### src/rtl/alu_pkg.sv
// Shared ALU control codes and sequencer state encoding for the ALU issue controller.
package alu_pkg;

    localparam logic [5:0] ALUCTL_ADD  = 6'b011110;
    localparam logic [5:0] ALUCTL_MUL  = 6'b011000;
    localparam logic [5:0] ALUCTL_DIV  = 6'b011010;
    localparam logic [5:0] ALUCTL_HALT = 6'b001110;

    typedef enum logic [1:0] {
        IDLE = 2'd0,
        BUSY = 2'd1,
        WB   = 2'd2,
        HALT = 2'd3
    } alu_seq_state_t;

endpackage

### src/rtl/alu_watchdog.sv
// Saturating cycle counter that flags when an ALU operation has run TIMEOUT cycles.
module alu_watchdog #(
    parameter int TIMEOUT = 64
) (
    input  logic clk,
    input  logic rst,
    input  logic i_load,
    input  logic i_en,
    output logic o_expire
);

    localparam int              TO_W  = $clog2(TIMEOUT + 1);
    localparam logic [TO_W-1:0] LIMIT = TO_W'(TIMEOUT - 1);

    logic [TO_W-1:0] r_count;

    // The start cycle is count 0, so expiry lands on the TIMEOUT-th busy cycle.
    always_ff @(posedge clk or posedge rst) begin
        if (rst) begin
            r_count <= '0;
        end else if (i_load) begin
            r_count <= '0;
        end else if (i_en && (r_count != LIMIT)) begin
            r_count <= r_count + 1'b1;
        end
    end

    assign o_expire = i_en && (r_count == LIMIT);

endmodule

### src/rtl/alu_issue_ctrl.sv
// Issues one ALU op at a time: accept, start pulse, wait for ALU ready, single-cycle writeback.
// Optional perf counters (perf_ops, perf_busy) are built when ALU_PERF_CNT_EN is defined.
module alu_issue_ctrl
    import alu_pkg::*;
#(
    parameter int DATA_W  = 32,
    parameter int CTL_W   = 6,
    parameter int TIMEOUT = 64
) (
    input  logic              clk,
    input  logic              rst,
    input  logic              issue_valid,
    output logic              issue_ready,
    input  logic [CTL_W-1:0]  issue_ctl,
    input  logic [DATA_W-1:0] issue_a,
    input  logic [DATA_W-1:0] issue_b,
    input  logic [4:0]        issue_rd,
    output logic              alu_start,
    output logic [CTL_W-1:0]  alu_ctl,
    output logic [DATA_W-1:0] alu_a,
    output logic [DATA_W-1:0] alu_b,
    input  logic              alu_ready,
    input  logic [DATA_W-1:0] alu_out,
    output logic              rd_we,
    output logic [4:0]        rd_addr,
    output logic [DATA_W-1:0] rd_data,
    output logic              busy,
    output logic              halted_signal,
`ifdef ALU_PERF_CNT_EN
    output logic [31:0]       perf_ops,
    output logic [31:0]       perf_busy,
`endif
    output logic              fault
);

    alu_seq_state_t    r_state;
    logic              r_issue_ready;
    logic              r_busy;
    logic              r_alu_start;
    logic [CTL_W-1:0]  r_ctl;
    logic [DATA_W-1:0] r_a;
    logic [DATA_W-1:0] r_b;
    logic [4:0]        r_rd;
    logic              r_rd_we;
    logic [DATA_W-1:0] r_rd_data;
    logic              r_halted;
    logic              r_fault;

    logic w_accept;
    logic w_is_halt;
    logic w_in_busy;
    logic w_expire;

    assign w_accept  = (r_state == IDLE) && issue_valid;
    assign w_is_halt = (issue_ctl == CTL_W'(ALUCTL_HALT));
    assign w_in_busy = (r_state == BUSY);

    alu_watchdog #(
        .TIMEOUT (TIMEOUT)
    ) u_watchdog (
        .clk      (clk),
        .rst      (rst),
        .i_load   (w_accept),
        .i_en     (w_in_busy),
        .o_expire (w_expire)
    );

    // NOTE: operand latches share the async reset so a reset mid-op leaves no stale values on alu_a/alu_b.
    always_ff @(posedge clk or posedge rst) begin
        if (rst) begin
            r_state       <= IDLE;
            r_issue_ready <= 1'b1;
            r_busy        <= 1'b0;
            r_alu_start   <= 1'b0;
            r_ctl         <= '0;
            r_a           <= '0;
            r_b           <= '0;
            r_rd          <= '0;
            r_rd_we       <= 1'b0;
            r_rd_data     <= '0;
            r_halted      <= 1'b0;
            r_fault       <= 1'b0;
        end else begin
            r_alu_start <= 1'b0;
            r_rd_we     <= 1'b0;
            case (r_state)
                IDLE: begin
                    if (issue_valid) begin
                        r_issue_ready <= 1'b0;
                        r_busy        <= 1'b1;
                        if (w_is_halt) begin
                            r_state  <= HALT;
                            r_halted <= 1'b1;
                        end else begin
                            r_state     <= BUSY;
                            r_alu_start <= 1'b1;
                            r_ctl       <= issue_ctl;
                            r_a         <= issue_a;
                            r_b         <= issue_b;
                            r_rd        <= issue_rd;
                        end
                    end
                end
                BUSY: begin
                    // A ready arriving on the expiry cycle still completes normally.
                    if (alu_ready) begin
                        r_state   <= WB;
                        r_rd_data <= alu_out;
                        r_rd_we   <= (r_rd != 5'd0);
                    end else if (w_expire) begin
                        r_state  <= HALT;
                        r_fault  <= 1'b1;
                        r_halted <= 1'b1;
                    end
                end
                WB: begin
                    r_state       <= IDLE;
                    r_issue_ready <= 1'b1;
                    r_busy        <= 1'b0;
                end
                default: begin
                    r_state <= HALT;
                end
            endcase
        end
    end

`ifdef ALU_PERF_CNT_EN
    logic [31:0] r_perf_ops;
    logic [31:0] r_perf_busy;

    // Neither counter can advance in HALT since neither WB nor BUSY is ever reached again.
    always_ff @(posedge clk or posedge rst) begin
        if (rst) begin
            r_perf_ops  <= '0;
            r_perf_busy <= '0;
        end else begin
            if (r_state == WB) begin
                r_perf_ops <= r_perf_ops + 32'd1;
            end
            if (w_in_busy) begin
                r_perf_busy <= r_perf_busy + 32'd1;
            end
        end
    end

    assign perf_ops  = r_perf_ops;
    assign perf_busy = r_perf_busy;
`endif

    assign issue_ready   = r_issue_ready;
    assign busy          = r_busy;
    assign alu_start     = r_alu_start;
    assign alu_ctl       = r_ctl;
    assign alu_a         = r_a;
    assign alu_b         = r_b;
    assign rd_we         = r_rd_we;
    assign rd_addr       = r_rd;
    assign rd_data       = r_rd_data;
    assign halted_signal = r_halted;
    assign fault         = r_fault;

endmodule
### config.mk
export PLATFORM = sky130hd
export DESIGN_NAME = alu_issue_ctrl
export DESIGN_NICKNAME = d
export VERILOG_FILES = /design/src/rtl/alu_pkg.sv /design/src/rtl/alu_watchdog.sv /design/src/rtl/alu_issue_ctrl.sv
export SDC_FILE = /design/constraint.sdc
export NUM_CORES = 1
export LEC_CHECK = 0
export BUFFER_PORTS_ARGS = -buffer_cell sky130_fd_sc_hd__buf_2
export CORE_MARGIN = 2
export CORE_UTILIZATION = 35
export DETAILED_ROUTE_END_ITERATION = 10
export GPL_ROUTABILITY_DRIVEN = 0
export HOLD_SLACK_MARGIN = 0.08
export SLEW_MARGIN = 25
export SYNTH_ARGS = -nofsm -noshare
export SYNTH_HDL_FRONTEND = slang
export SYNTH_SLANG_ARGS = --single-unit
### constraint.sdc
create_clock -name clk -period 11.05 [get_ports clk]
set_clock_uncertainty 0.1 [all_clocks]
set_input_delay 1.6575 -clock clk [delete_from_list [all_inputs] [get_ports clk]]
set_output_delay 1.6575 -clock clk [all_outputs]
set_load 0.01 [all_outputs]
==> impl_metrics.csv, run 1 <==
group,metric,value,unit
clock_tree,cts_tree,"built",
detailed_routing,ant_nets,0,
placed_design,pre_cts_slack,7000,ps
clock_tree,post-cts-setup-buffers,0,
floorplan,placementRows,43,
timing,period_share,32.7,%
clock_tree,cts_buffers,17,
timing,worst_slew_pin_slew,796,ps
clock_tree,clock-root-buffer,"clkbuf_16",
detailed_routing,drt-pass1-iter-count,4,
finish,final_common_cell,"buf_2",
finish,fillers,1209,
logic_synthesis,synth_cell_types,34,
logic_synthesis,synthAdderAreaFrac,0.257,%
clock_tree,cts_resized,0,
clock_tree,cts_hold_buf,0,
timing,setup_ws,7440,ps
power_and_ir_drop,power,0.00210,W
floorplan,chipWidth,122,microns
detailed_routing,wl,11.2,mm
logic_synthesis,yosysTopAreaCell,"dfrtp_1",
placed_design,place.port_buffers,223,
power_and_ir_drop,leakage,3.33,nW
finish,final_cell_mix,"223 x buf_2, 121 x dfrtp_1, 68 x mux2_2, 39 x mux2_4, 17 x clkbuf_16",
logic_synthesis,avgSynthCellArea,16.5,sq um
global_routing,grt_use_total,15.3,%
global_routing,grt_pass1_wl,17.1,mm
worst_setup_path,crit_required,11240,ps
power_and_ir_drop,ir_drop,0.0991,mV
timing,maxSlewViolCount,0,
worst_setup_path,critPathArrivalTime,3800,ps
floorplan,initial_utilization,35.5,%
global_routing,overflow,0,
worst_setup_path,crit_fanout,46,
logic_synthesis,synth_cells,295,
worst_setup_path,endpoint_kind,"flop",
clock_tree,clockBufferDepth,2,
logic_synthesis,synth_top_family_by_area,"multiplexers",
logic_synthesis,synth_seq_cells,122,
finish,drive_gt1_share,68.6,%
logic_synthesis,synth_top_cells_by_area,"dfrtp_1 62%, mux2_2 16%, mux2_4 12%",
placed_design,hpwl,7.94,mm
logic_synthesis,synth-compound-area-share,1.72,%
timing,finalSetupViolCount,0,
timing,rsz0062_at_grt,"false",
detailed_routing,vias,3274,
logic_synthesis,ys_warn_count,0,
logic_synthesis,yosysTopAreaCellShare,62.1,%
floorplan,dieArea,0.0149,sq mm
worst_setup_path,cp-start-kind,"input port",
logic_synthesis,syn_nets,407,
logic_synthesis,yosys.area_share.simple,3.93,%
job,max_cap_viol_count,0,
timing,hold_violations,0,
run_status,outcome,"completed",
logic_synthesis,muxShareOfSynthArea,28.1,%
clock_tree,clk_pin_slew_worst_paths,50,ps
logic_synthesis,synth_xor_area_share,0.180,%
logic_synthesis,synth-seq-area-share,62.6,%
detailed_routing,avgViaCountPerCell,4.54,
floorplan,coreArea,0.0137,sq mm
timing,timing.hold.ws,364,ps
logic_synthesis,netlist_area,0.00488,sq mm
clock_tree,htreeDepth,4,
global_routing,grt_pass1_vias,3350,
worst_setup_path,path_class,"input port to flop",
global_routing,antenna_found_initial,0,
finish,syn_to_final_growth,37.8,%
power_and_ir_drop,cellPowerDensity,312,mW/mm^2
clock_tree,clock-sinks,122,
detailed_routing,detail_route.iter0.violations,138,
timing,fin_crit,3610,ps
clock_tree,insertion_delay,410,ps
floorplan,dieHeight,122,microns
timing,tns,0,ps
timing,clock.fmax,277,MHz
finish,fin_nets,640,
global_routing,grt_max_degree,76,
finish,antenna_cells,0,
worst_hold_path,min-delay-path-class,"flop to flop",
detailed_routing,drc,0,
detailed_routing,routedWlPerCell,15.5,microns
timing,slew_headroom,47.0,%
floorplan,num_io_pins,224,
finish,final_core_util,49.0,%
==> Yosys cell counts <==
master	count
o31a_1	1
nor2_8	1
nor2_1	5
nand2b_1	2
buf_8	1
or2_2	1
nor3_1	5
a31oi_1	2
ha_1	1
nor3_2	1
xnor2_1	1
nor2b_1	2
o311a_1	1
buf_4	3
nor4_1	1
o21ai_0	4
nand3_1	4
a22o_1	1
a21oi_1	3
nand4b_1	1
buf_12	4
nand2_1	5
buf_2	5
or2_1	1
mux2_2	68
nand4_1	2
or4_1	1
dfrtp_1	121
dfstp_2	1
inv_1	3
or3_1	1
mux2_4	39
mux2i_1	2
a211o_1	1
==> sequential cells by signal, indices dropped and copies added (netlist names), 2 cells and up <==
name	cells
alu_a	32
alu_b	32
rd_data	32
u_watchdog.r_count	7
alu_ctl	6
rd_addr	5
r_state	2
==> power by group <==
group          leakage, nW  switching (W)  internal, W  total [W]
clock                0.287       0.000195     0.000354   0.000549
combinational         1.59       0.000344     0.000419   0.000762
sequential            1.45       0.000117     0.000667   0.000784
==> area by class of cell <==
cell class	instances	area [sq um]	area share (%)
flip-flops and latches	122	3050	45.5
multi-input cells	157	1670	24.8
repair buffers	227	1160	17.2
clock buffers	21	480	7.15
well taps	180	225	3.35
clock inverters	11	119	1.77
inverters	3	13.8	0.205
==> metal layers <==
metal | track usage, % | wire [microns] | up-vias
met5 | 0 | 0 | -
met4 | 6.97 | 170 | 0
met3 | 6.41 | 999 | 11
met2 | 23.3 | 5220 | 155
met1 | 18.8 | 4800 | 1592
li1 | - | - | 1516
==> through the flow <==
| stage | instance area [sq um] | instances |
|---|---|---|
| after CTS | 6700 | 720 |
| after global placement | 6100 | 688 |
| after global routing | 6720 | 721 |
| after detailed placement | 6100 | 688 |
| after floorplan | 4880 | 295 |
| final | 6720 | 721 |
==> worst max-delay path, stage by stage <==
cell,delay (ps)
buf_2,100
nand2b_1,80
or2_1,340
nor2_8,450
buf_4,730
mux2_2,410
==> worst paths after layout <==
check / startpoint / end / slack, ps / cells after the start
max: issue_valid / alu_a[23] / 7440 / 6
min: halted_signal / halted_signal / 360 / 1
max reg2reg: r_state[0] / alu_a[23] / 8270 / 5
min reg2reg: halted_signal / halted_signal / 360 / 1
max in group asynchronous: rst / alu_b[1] / 8490 / 4
min in group asynchronous: rst / rd_data[15] / 1210 / 2
==> logic make-up (layout without fill, tap and decap cells) <==
logic type	after synthesis	after routing
AOI/OAI and AO/OA	13	13
xor gates and xnor gates	1	1
adders and majority gates	1	1
buffers and inverters	16	262
DFF	122	122
muxes	109	109
and+or+nand+nor	33	33
Power figures use the tool's default switching activity.
==> run 2: changes to the inputs <==
--- a/config.mk
+++ b/config.mk
@@ -5,6 +5,7 @@
 export SDC_FILE = /design/constraint.sdc
 export NUM_CORES = 1
 export LEC_CHECK = 0
+export ABC_AREA = 1
 export BUFFER_PORTS_ARGS = -buffer_cell sky130_fd_sc_hd__buf_2
 export CORE_MARGIN = 2
 export CORE_UTILIZATION = 35
==> constraint.sdc (replaced) <==
create_clock -name clk -period 3.77 [get_ports clk]
set_clock_uncertainty 0.1 [all_clocks]
set_input_delay 0.5655 -clock clk [delete_from_list [all_inputs] [get_ports clk]]
set_output_delay 0.5655 -clock clk [all_outputs]
set_load 0.01 [all_outputs]
==> impl_metrics.csv, run 2 <==
group,metric,value,unit
timing,clock.fmax,454,MHz
finish,drive_gt1_share,33.0,%
logic_synthesis,synth_common_cells,"348 x nand2_1, 121 x dfrtp_1, 21 x inv_1",
worst_setup_path,crit_top_cell,"nand2_1",
detailed_routing,ant_nets,0,
timing,rsz0062_at_grt,"false",
timing,fin_crit,2200,ps
finish,final_cell_mix,"348 x nand2_1, 223 x buf_2, 121 x dfrtp_1, 20 x inv_1, 17 x clkbuf_16",
logic_synthesis,netlist_area,0.00482,sq mm
worst_setup_path,max_stage_delay,640,ps
floorplan,initial_utilization,36.1,%
worst_setup_path,path_class,"flop to flop",
worst_setup_path,endpoint_kind,"flop",
detailed_routing,wl,12.4,mm
logic_synthesis,async_flop_share,100,%
logic_synthesis,synth_seq_cells,122,
logic_synthesis,syn_nets,672,
power_and_ir_drop,leakage,3.97,nW
clock_tree,htreeDepth,4,
detailed_routing,routedWlPerCell,12.8,microns
detailed_routing,vias,4299,
floorplan,placementRows,42,
detailed_routing,detail_route.iter0.violations,205,
clock_tree,clockBufferDepth,2,
clock_tree,clock-sinks,122,
power_and_ir_drop,ir_drop,0.324,mV
worst_setup_path,r2r_slack,1570,ps
logic_synthesis,synthAdderAreaFrac,0.259,%
worst_setup_path,path_cells,"inv_1 -> nand2_1 -> nor2_4 -> inv_2 -> nand2_1 -> nand2_1",
clock_tree,cts_resized,0,
timing,period_share,58.4,%
timing,worst_slew_pin_slew,778,ps
floorplan,dieHeight,121,microns
worst_setup_path,cp-start-kind,"flop",
logic_synthesis,avgSynthCellArea,8.61,sq um
worst_setup_path,r2r_cells,6,
global_routing,grt_pass1_vias,4323,
global_routing,grt_max_degree,81,
detailed_routing,drc,0,
power_and_ir_drop,power,0.00557,W
timing,hold_violations,0,
worst_setup_path,crit_fanout,35,
logic_synthesis,synth_flop_cell,"dfrtp_1",
logic_synthesis,synth_top_cells_by_area,"dfrtp_1 63%, nand2_1 27%, nand3_1 1.7%",
floorplan,dieArea,0.0147,sq mm
floorplan,chipWidth,121,microns
logic_synthesis,post-synth-top-count-cell,"nand2_1",
finish,fillers,1274,
clock_tree,insertion_delay,410,ps
logic_synthesis,synth_xor_area_share,0.182,%
clock_tree,cts_hold_buf,0,
finish,antenna_cells,0,
logic_synthesis,synth-seq-area-share,63.3,%
clock_tree,cts_buffers,17,
power_and_ir_drop,cellPowerDensity,835,mW/mm^2
clock_tree,cts_tree,"built",
detailed_routing,avgViaCountPerCell,4.42,
worst_hold_path,min-delay-path-class,"input port to asynchronous set/reset pin",
placed_design,hpwl,8.76,mm
logic_synthesis,muxShareOfSynthArea,0,%
logic_synthesis,yosys.area_share.simple,30.5,%
global_routing,grt_use_total,17.6,%
timing,maxSlewViolCount,0,
clock_tree,clk_pin_slew_worst_paths,50,ps
logic_synthesis,synth_cells,560,
timing,tns,0,ps
global_routing,grt_pass1_wl,20.3,mm
logic_synthesis,synth-compound-area-share,1.14,%
logic_synthesis,yosysTopAreaCellShare,62.8,%
job,max_cap_viol_count,0,
timing,slew_headroom,48.1,%
global_routing,antenna_found_initial,1,
finish,syn_to_final_growth,38.4,%
logic_synthesis,synth_edf_count,0,
logic_synthesis,yosysTopAreaCell,"dfrtp_1",
worst_setup_path,crit_required,3960,ps
logic_synthesis,synth_top_family_by_area,"simple AND/OR/NAND/NOR gates",
detailed_routing,drt-pass1-iter-count,4,
placed_design,place.port_buffers,223,
timing,finalSetupViolCount,0,
finish,fin_nets,895,
worst_setup_path,critPathSlowestCell,"nor2_4",
global_routing,overflow,0,
floorplan,coreArea,0.0133,sq mm
clock_tree,post-cts-setup-buffers,0,
logic_synthesis,synth_cell_types,19,
clock_tree,clock-root-buffer,"clkbuf_16",
worst_setup_path,critPathArrivalTime,2390,ps
run_status,outcome,"completed",
finish,final_common_cell,"nand2_1",
floorplan,num_io_pins,224,
logic_synthesis,ys_warn_count,0,
[run 2: changes by cell type in the layout (fill, tap and decap cells not counted), moves of 5 or more]
| cell | delta |
|---|---|
| inv_1 | +18 |
| mux2_2 | -68 |
| mux2_4 | -39 |
| nand2_1 | +343 |
| nand3_1 | +12 |
| nor2_1 | +9 |
| nor3_1 | -5 |
[run 2: per-layer routing]
metal | GRT usage (%) | vias to the layer above | share of wire [%]
li1 | - | 2135 | -
met5 | 0 | - | 0
met2 | 27.9 | 152 | 47
met3 | 6.63 | 10 | 8.9
met4 | 5.39 | 0 | 1.0
met1 | 22.4 | 2002 | 43
[run 2: kinds of logic after synthesis]
family | count (synthesis)
compound gates | 9
xor+xnor | 1
fa+ha+maj | 1
buf+inv | 46
flops | 122
simple gates | 381
[run 2: power breakdown]
part | internal (W) | total [W] | leakage, nW | switching, W
clock network | 0.00102 | 0.00156 | 0.290 | 0.000548
logic | 0.000722 | 0.00179 | 2.16 | 0.00107
registers | 0.00189 | 0.00222 | 1.53 | 0.000333
total | 0.00362 | 0.00557 | 3.97 | 0.00195
[run 2: through the flow]
stage	setup WS, ps	cells	hold WS (ps)	util (%)	instance area (sq um)
floorplan	1610	560	368	-	4830
global placement	1580	939	349	45.5	6080
detailed placement	1500	939	354	45.5	6080
CTS	1510	971	231	49.8	6650
global route	1310	972	116	50.0	6680
finish	1570	972	87.0	50.0	6680
[run 2: final cells by class]
class | count | area (sq um) | area share (%)
sequential | 122 | 3050 | 45.7
multi-input combinational | 392 | 1550 | 23.2
timing repair buffer | 227 | 1190 | 17.8
clock buffer | 23 | 478 | 7.16
tap | 176 | 220 | 3.30
clock inverter | 9 | 95.1 | 1.42
inverter | 23 | 90.1 | 1.35
[run 2: path summary, 6_finish.rpt]
kind | start | endpoint
min in group clk | issue_b[1] | alu_b[1]
max | r_state[1] | rd_data[12]
max in group asynchronous | rst | issue_ready
min | rst | rd_data[31]
min reg2reg | issue_ready | issue_ready
max reg2reg | r_state[1] | rd_data[12]
[run 2: worst max-delay path: cells and delay by family (launching register included)]
family                 cells  cell delay (ps)
DFF                        1              420
and+or+nand+nor            4             1040
buffers and inverters      2              530
==> run 3: changes to the inputs <==
--- a/config.mk
+++ b/config.mk
@@ -5,13 +5,14 @@
 export SDC_FILE = /design/constraint.sdc
 export NUM_CORES = 1
 export LEC_CHECK = 0
-export ABC_AREA = 1
+export ABC_AREA = 0
 export BUFFER_PORTS_ARGS = -buffer_cell sky130_fd_sc_hd__buf_2
 export CORE_MARGIN = 2
 export CORE_UTILIZATION = 35
 export DETAILED_ROUTE_END_ITERATION = 10
 export GPL_ROUTABILITY_DRIVEN = 0
 export HOLD_SLACK_MARGIN = 0.08
+export PLACE_DENSITY = 0.65
 export SLEW_MARGIN = 25
 export SYNTH_ARGS = -nofsm -noshare
 export SYNTH_HDL_FRONTEND = slang
==> constraint.sdc (replaced) <==
create_clock -name clk -period 2 [get_ports clk]
set_clock_uncertainty 0.1 [all_clocks]
set_input_delay 0.3 -clock clk [delete_from_list [all_inputs] [get_ports clk]]
set_output_delay 0.3 -clock clk [all_outputs]
set_load 0.01 [all_outputs]
==> impl_metrics.csv, run 3 (synthesis results as in run 1) <==
group,metric,value,unit
worst_setup_path,crit_required,2190,ps
power_and_ir_drop,clock_power_share,26.4,%
timing,maxSlewViolCount,0,
detailed_routing,routedWlPerCell,15.8,microns
finish,syn_to_final_growth,62.2,%
timing,rsz0062_at_grt,"false",
global_routing,grt_pass1_vias,4101,
finish,final_common_cell,"buf_2",
worst_setup_path,crit_fanout,30,
detailed_routing,drc,0,
floorplan,chipWidth,122,microns
placed_design,hpwl,8.31,mm
power_and_ir_drop,p_int,0.00832,W
floorplan,num_io_pins,224,
power_and_ir_drop,p_sw,0.00379,W
power_and_ir_drop,leakage,3.83,nW
detailed_routing,avgViaCountPerCell,4.55,
job,max_cap_viol_count,0,
finish,antenna_cells,0,
worst_setup_path,cp-start-kind,"flop",
power_and_ir_drop,combPwrFrac,37.5,%
timing,finalSetupViolCount,0,
worst_setup_path,startpoint,"r_state[0]",
floorplan,placementRows,43,
placed_design,place.port_buffers,223,
detailed_routing,detail_route.iter0.violations,155,
worst_setup_path,reg2reg_to,"alu_b[30]",
timing,clock.fmax,525,MHz
power_and_ir_drop,cellPowerDensity,1530,mW/mm^2
finish,fillers,1067,
clock_tree,clock-root-buffer,"clkbuf_16",
global_routing,grt_pass1_wl,20.2,mm
power_and_ir_drop,p_sw_share,31.3,%
worst_hold_path,hold_path_depth,3,
timing,worst_slew_pin_slew,450,ps
worst_setup_path,reg2reg_from,"r_state[0]",
clock_tree,htreeDepth,4,
worst_setup_path,critPathArrivalTime,2100,ps
floorplan,coreArea,0.0137,sq mm
clock_tree,insertion_delay,410,ps
clock_tree,clockBufferDepth,2,
finish,fin_nets,753,
worst_setup_path,r2r_slack,100,ps
finish,final_cell_mix,"223 x buf_2, 121 x dfrtp_1, 108 x dlygate4sd3_1, 68 x mux2_2, 39 x mux2_4",
clock_tree,cts_buffers,17,
worst_setup_path,path_class,"flop to flop",
power_and_ir_drop,seqPwrFrac,36.2,%
global_routing,antenna_found_initial,0,
clock_tree,clk_pin_slew_worst_paths,60,ps
timing,tns,0,ps
timing,hold_violations,0,
floorplan,dieHeight,122,microns
timing,slew_headroom,69.8,%
floorplan,dieArea,0.0149,sq mm
power_and_ir_drop,ir_drop,0.779,mV
floorplan,initial_utilization,35.5,%
worst_setup_path,r2r_cells,5,
finish,drive_gt1_share,57.2,%
worst_setup_path,endpoint,"alu_b[30]",
worst_setup_path,endpoint_kind,"flop",
clock_tree,clock-sinks,122,
worst_hold_path,min-delay-path-class,"input port to flop",
finish,final_core_util,57.6,%
clock_tree,cts_tree,"built",
detailed_routing,drt-pass1-iter-count,4,
detailed_routing,ant_nets,0,
global_routing,grt_max_degree,62,
run_status,outcome,"completed",
detailed_routing,vias,3796,
detailed_routing,wl,13.2,mm
timing,fin_crit,1900,ps
global_routing,grt_use_total,18.0,%
timing,period_share,95.2,%
global_routing,overflow,0,
run 3: worst min path at each step:
stage                               start                     to  slack (ps)
finish                        issue_valid                   busy         110
global route                    alu_ready             r_state[1]         120
CTS                           issue_valid                   busy          90
detailed placement                    rst             rd_data[0]         190
global placement                      rst            rd_data[21]         180
floorplan           u_watchdog.r_count[5]  u_watchdog.r_count[5]         340
run 3: metrics by stage:
stage,cells,setup slack [ps],power (W),hold slack [ps],area (sq um)
after floorplan,295,103,0.00707,345,4880
after global placement,694,147,0.00860,183,6210
after detailed placement,694,107,0.00875,189,6210
after CTS,834,95.2,0.0122,89.3,7910
after global routing,834,25.1,0.0128,117,7910
final,834,95.5,0.0121,105,7910
run 3: worst max-delay path, stage by stage (launching register included):
cell and delay, ps:
dfrtp_1 420, nand2b_1 200, or2_1 300, nor2_8 160, buf_12 200, mux2_2 360
run 3: layout make-up:
| class | instances | area (sq um) | share of cell area [%] |
|---|---|---|---|
| sequential | 122 | 3050 | 38.6 |
| timing repair buffer | 340 | 2330 | 29.4 |
| tap | 180 | 225 | 2.85 |
| clock inverter | 12 | 173 | 2.18 |
| multi-input combinational | 157 | 1670 | 21.1 |
| clock buffer | 20 | 447 | 5.65 |
| inverter | 3 | 15.0 | 0.190 |
run 3: repair_timing:
action,CTS,global route
hold buffers,108,0
resized for setup,0,0
hold endpoints to repair,150,0
buffers inserted,0,0
run 3: power by group through the flow:
stage	sequential (W)	clock (W)	combinational, W
after detailed placement	0.00438	0	0.00437
after floorplan	0.00487	0	0.00220
after CTS	0.00437	0.00327	0.00454
after global routing	0.00453	0.00340	0.00489
after global placement	0.00432	0	0.00428
final	0.00438	0.00319	0.00454
run 3: per-layer routing:
layer / GRT usage (%) / share of wire, %
met1: 19.7 / 38
met4: 7.97 / 1.8
met3: 5.76 / 8.5
met5: 0 / 0
met2: 31.9 / 51
